===== src/rtl/lane_game_ctrl.sv =====
// Game-state controller for the three-lane runner: lane moves, obstacle descent,
// respawn with speed ramp, collision detection and scoring, paced by frame_tick.
module lane_game_ctrl #(
    parameter int LANE_L_X   = 80,
    parameter int LANE_M_X   = 300,
    parameter int LANE_R_X   = 520,
    parameter int PLAYER_Y   = 280,
    parameter int PLAYER_H   = 100,
    parameter int OBST_H     = 50,
    parameter int SCREEN_H   = 480,
    parameter int OBST_PARK  = 600,
    parameter int SPEED_INIT = 2,
    parameter int SPEED_MAX  = 8,
    parameter int SPEED_STEP = 4
) (
    input  logic       clk_div,
    input  logic       rst_n,
    input  logic       frame_tick,
    input  logic       btn_left,
    input  logic       btn_right,
    input  logic       btn_start,
    output logic [9:0] object_x,
    output logic [9:0] obstacle_y,
    output logic [1:0] obstacle_lane,
    output logic       playing,
    output logic       game_over,
    output logic [7:0] score
);

    typedef enum logic [1:0] {IDLE, PLAY, OVER} state_t;

    state_t      state, state_nx;
    logic [2:0]  btn_s1, btn_s2, btn_prev, btn_ev;
    logic        ev_left, ev_right, ev_start;
    logic [7:0]  lfsr;
    logic [1:0]  new_lane;
    logic [1:0]  player_lane, player_lane_nx;
    logic [9:0]  obstacle_y_nx;
    logic [1:0]  obstacle_lane_nx;
    logic [7:0]  score_nx, score_inc;
    logic [3:0]  speed, speed_nx;
    logic [10:0] y_sum;
    logic        respawn, ramp, hit;

    // Button vectors are ordered {start, right, left}.
    always_ff @(posedge clk_div or negedge rst_n) begin
        if (!rst_n) begin
            btn_s1   <= '0;
            btn_s2   <= '0;
            btn_prev <= '0;
        end else begin
            btn_s1   <= {btn_start, btn_right, btn_left};
            btn_s2   <= btn_s1;
            btn_prev <= btn_s2;
        end
    end

    assign btn_ev   = btn_s2 & ~btn_prev;
    assign ev_left  = btn_ev[0];
    assign ev_right = btn_ev[1];
    assign ev_start = btn_ev[2];

    always_ff @(posedge clk_div or negedge rst_n) begin
        if (!rst_n) begin
            lfsr <= 8'hA5;
        end else begin
            lfsr <= {lfsr[6:0], lfsr[7] ^ lfsr[5] ^ lfsr[4] ^ lfsr[3]};
        end
    end

    // Code 3 folds onto the middle lane, so the middle lane is twice as likely.
    always_comb begin
        case (lfsr[1:0])
            2'd0:    new_lane = 2'd0;
            2'd2:    new_lane = 2'd2;
            default: new_lane = 2'd1;
        endcase
    end

    assign y_sum     = {1'b0, obstacle_y} + {7'd0, speed};
    assign respawn   = (y_sum >= 11'(SCREEN_H));
    assign score_inc = (score == 8'hFF) ? score : score + 8'd1;
    assign ramp      = (score_inc != 8'd0) && ((score_inc % 8'(SPEED_STEP)) == 8'd0);
    assign hit       = (player_lane == obstacle_lane)
                    && ({1'b0, obstacle_y} < 11'(PLAYER_Y + PLAYER_H))
                    && (({1'b0, obstacle_y} + 11'(OBST_H)) > 11'(PLAYER_Y));

    always_ff @(posedge clk_div or negedge rst_n) begin
        if (!rst_n) begin
            state         <= IDLE;
            player_lane   <= 2'd1;
            obstacle_y    <= 10'(OBST_PARK);
            obstacle_lane <= 2'd1;
            score         <= 8'd0;
            speed         <= 4'(SPEED_INIT);
        end else begin
            state         <= state_nx;
            player_lane   <= player_lane_nx;
            obstacle_y    <= obstacle_y_nx;
            obstacle_lane <= obstacle_lane_nx;
            score         <= score_nx;
            speed         <= speed_nx;
        end
    end

    always_comb begin
        state_nx         = state;
        player_lane_nx   = player_lane;
        obstacle_y_nx    = obstacle_y;
        obstacle_lane_nx = obstacle_lane;
        score_nx         = score;
        speed_nx         = speed;
        playing          = 1'b0;
        game_over        = 1'b0;
        case (state)
            IDLE: begin
                if (ev_start) begin
                    state_nx         = PLAY;
                    obstacle_y_nx    = 10'd0;
                    obstacle_lane_nx = new_lane;
                    score_nx         = 8'd0;
                    speed_nx         = 4'(SPEED_INIT);
                    player_lane_nx   = 2'd1;
                end
            end
            PLAY: begin
                playing = 1'b1;
                // A collision freezes everything, including a coincident move or frame.
                if (hit) begin
                    state_nx = OVER;
                end else begin
                    if (ev_left && !ev_right && player_lane != 2'd0) begin
                        player_lane_nx = player_lane - 2'd1;
                    end else if (ev_right && !ev_left && player_lane != 2'd2) begin
                        player_lane_nx = player_lane + 2'd1;
                    end
                    if (frame_tick) begin
                        if (respawn) begin
                            obstacle_y_nx    = 10'd0;
                            obstacle_lane_nx = new_lane;
                            score_nx         = score_inc;
                            if (ramp && speed < 4'(SPEED_MAX)) begin
                                speed_nx = speed + 4'd1;
                            end
                        end else begin
                            obstacle_y_nx = y_sum[9:0];
                        end
                    end
                end
            end
            OVER: begin
                game_over = 1'b1;
                if (ev_start) begin
                    state_nx         = IDLE;
                    obstacle_y_nx    = 10'(OBST_PARK);
                    obstacle_lane_nx = 2'd1;
                    player_lane_nx   = 2'd1;
                end
            end
            default: state_nx = IDLE;
        endcase
    end

    always_comb begin
        case (player_lane)
            2'd0:    object_x = 10'(LANE_L_X);
            2'd2:    object_x = 10'(LANE_R_X);
            default: object_x = 10'(LANE_M_X);
        endcase
    end

endmodule


===== config.mk =====
export PLATFORM = sky130hd
export DESIGN_NAME = lane_game_ctrl
export DESIGN_NICKNAME = d
export VERILOG_FILES = /design/src/rtl/lane_game_ctrl.sv
export SDC_FILE = /design/constraint.sdc
export NUM_CORES = 1
export LEC_CHECK = 0
export CAP_MARGIN = 25
export CORE_MARGIN = 4
export CORE_UTILIZATION = 25
export CTS_BUF_LIST = sky130_fd_sc_hd__clkbuf_4 sky130_fd_sc_hd__clkbuf_8
export CTS_CLUSTER_SIZE = 12
export DETAILED_ROUTE_END_ITERATION = 10
export GPL_TIMING_DRIVEN = 0
export PLACE_DENSITY_LB_ADDON = 0.2
export SYNTH_ARGS = -nofsm -noshare
export SYNTH_HDL_FRONTEND = slang
export SYNTH_SLANG_ARGS = --single-unit
export TNS_END_PERCENT = 100

===== constraint.sdc =====
create_clock -name clk_div -period 2.35 [get_ports clk_div]
set_input_delay 0.47 -clock clk_div [delete_from_list [all_inputs] [get_ports clk_div]]
set_output_delay 0.47 -clock clk_div [all_outputs]
set_load 0.05 [all_outputs]

==> metrics <==
Synth Warn # 0; Worst-Skew Late Latency ~0.30 ns; # setup viols final 22; TritonCTS clock tree built; crit share post-route 110%; io pins 38; wire per inst ~16 um; GRT Residual Overflow 0; Min-Delay Path Class in -> async; Overall Power around 0.0041 W; RSZ-0062 raised after global routing yes; EDFF count, synth 0; post-DP HPWL about 5000 um; fin crit period approximately 2.6 ns; area of the mapped netlist 2640 um2; WP data required ~2.6 ns; Arr. time, crit path around 2.8 ns; largest net degree at the start of global routing 25; ys async rst share 100%; post-synthesis instance total roughly 280; area of the multi-input gates roughly 1700 um2; most common cell after layout, fill and taps aside nand2_1; vias in the first global route around 2400; actual slew at the worst max-slew pin slightly above 0.7 ns; Finished Layout Cells about 470; Synth Area per Inst around 9.5 um2; leakage approximately 1.4 nW; Max Cap Viol 0; Routed Antenna Nets 0; CP max stage delay ~0.44 ns; CTS clk-pin slew, worst paths roughly 0.09 ns; synthesized flop and latch total 45; Max VDD drop slightly below 0.0007 V; crit-path cells ha_4, fa_2, a211oi_4, o21bai_4, and4_4, o221ai_4, buf_6, buf_12, nand2_8, mux2_4; GP Congestion between 0.8 and 0.9; CTS Buffer Depth 2; crit path launch type flip-flop; Antenna Cells 0; CP Capture Type flip-flop; die area 12200 um2; H-tree levels 2; slowest CP cell dfrtp_2; average via count per standard cell ~5; hold_ws approximately 0.15 ns; All-Layer GR Usage about 12%; sequential cell area ~1100 um2; Bufs and invs on worst path 2; Final Hold Viols 0; failing checks negative setup slack; CP max FO 6; ys flop type dfrtp_1; Achievable Freq 0.388 GHz; clock sinks 45; share of layout cells above drive strength 1 a little under a third; Die Y between 100 and 150 um; nets@finish between 300 and 400; synth unique cells 55; DP Cell Count 450; via count ~2300; cell row count 37; clk_skew 0.00804 ns; drt drc 0; die width between 100 and 150 um; critical path class reg -> reg; max_slew headroom 51.7%; Clock Tree Root clkbuf_8; sequential area share after synthesis a little over two fifths; outcome finished with violations; CTS buffer count 5; Slew Limit Fails 0; layout filler cell count 1068; wirelength, routed between 7000 and 8000 um; CP delay by family, top compound AO/OA/AOI/OAI gates; initial antenna violation count 0; Initial Util between 20% and 30%; IO buf count 34; most frequent cells in the layout nand2_1 (30), dfrtp_1 (29), clkdlybuf4s50_1 (24); utilization after layout a little over a third; fin worst setup slack -0.225 ns; area grow syn2layout 42.5%; first-pass GRT wire length around 13000 um; Pre-antenna DRT Iters 4; pwr dens 1080 nW/um2; CORE AREA between 10000 and 15000 um2; Total Neg Setup Slack -2.48 ns; DRT iter0 DRCs around 110
cells in the mapped netlist (8+ instances only):
cell | n | area (um2)
dfstp_2 | 11 | 289
nand2_1 | 32 | 120
nor2_1 | 18 | 67.6
nand4_1 | 9 | 56.3
a21oi_1 | 12 | 60.1
nor3_1 | 12 | 60.1
xnor2_1 | 9 | 78.8
dfrtp_1 | 34 | 851
ha_1 | 10 | 125
and3_1 | 9 | 56.3
o21ai_0 | 11 | 55.1
nand3_1 | 10 | 50.1
inv_1 | 8 | 30.0
logic make-up after synthesis:
logic type	Yosys count	share of synthesized area (%)
other cells	1	0.142
flops	45	43.3
compound gates	59	16.5
simple gates	119	23.4
fa+ha+maj	11	5.51
xor+xnor	10	3.32
buf+inv	27	5.75
mux	5	2.09
per-layer routing:
metal | track usage (%) | part of all wire [%] | vias to the layer above
met2 | 19.4 | 47 | 62
li1 | - | - | 1120
met4 | 3.12 | 1.5 | 0
met1 | 17.3 | 47 | 1140
met3 | 2.40 | 4.4 | 8
met5 | 0 | 0 | -
metrics by stage:
| stage | instance area (um2) | worst slack [ns] |
|---|---|---|
| final | 3750 | -0.225 |
| after global routing | 3750 | -0.315 |
| after CTS | 3620 | -0.184 |
| after detailed placement | 3200 | -0.306 |
| after global placement | 3180 | -0.738 |
| after floorplan | 2670 | -0.170 |
final cells by class:
cell class	count	area share [%]
Clock buffer	6	2.20
Tap cell	136	4.53
Clock inverter	2	1.00
Sequential cell	45	30.5
Buffer	18	3.00
Multi-Input combinational cell	207	44.2
Inverter	8	0.800
Timing Repair Buffer	50	13.8
state kept, by name, summed over array words and instances (netlist names):
| signal | cells |
|---|---|
| score | 8 |
| player_lane | 2 |
| obstacle_lane | 2 |
| speed | 4 |
| btn_s1 | 3 |
| btn_prev | 3 |
| btn_s2 | 3 |
| state | 2 |
| lfsr | 8 |
| obstacle_y | 10 |
worst paths after layout:
| kind | from | to | slack (ns) | cells after the start |
|---|---|---|---|---|
| max in group asynchronous | rst_n | obstacle_y[3] | 1.60 | 2 |
| min reg2reg | btn_s1[2] | btn_s2[2] | 0.35 | 0 |
| max reg2reg | speed[0] | obstacle_lane[0] | -0.23 | 10 |
| min in group clk_div | btn_s1[2] | btn_s2[2] | 0.35 | 0 |
| min | rst_n | score[4] | 0.15 | 1 |
| max | speed[0] | obstacle_lane[0] | -0.23 | 10 |
report_power, final:
group	switching, W	total (W)	leakage, nW	internal (W)
Clock	0.000295	0.000641	0.0574	0.000346
Combinational	0.00145	0.00239	0.839	0.000941
Sequential	0.000141	0.00103	0.549	0.000893
what timing repair did:
item / 4_1_cts / 5_1_grt
setup buffers: 12 / 3
pin swaps: 20 / 11
endpoints found under the hold margin: 0 / 0
cloned: 1 / 0
gates resized for setup: 48 / 31
endpoints found under the setup margin: 31 / 27
hold buffers: 0 / 0
No activity file was read; power rests on OpenSTA's default activity.
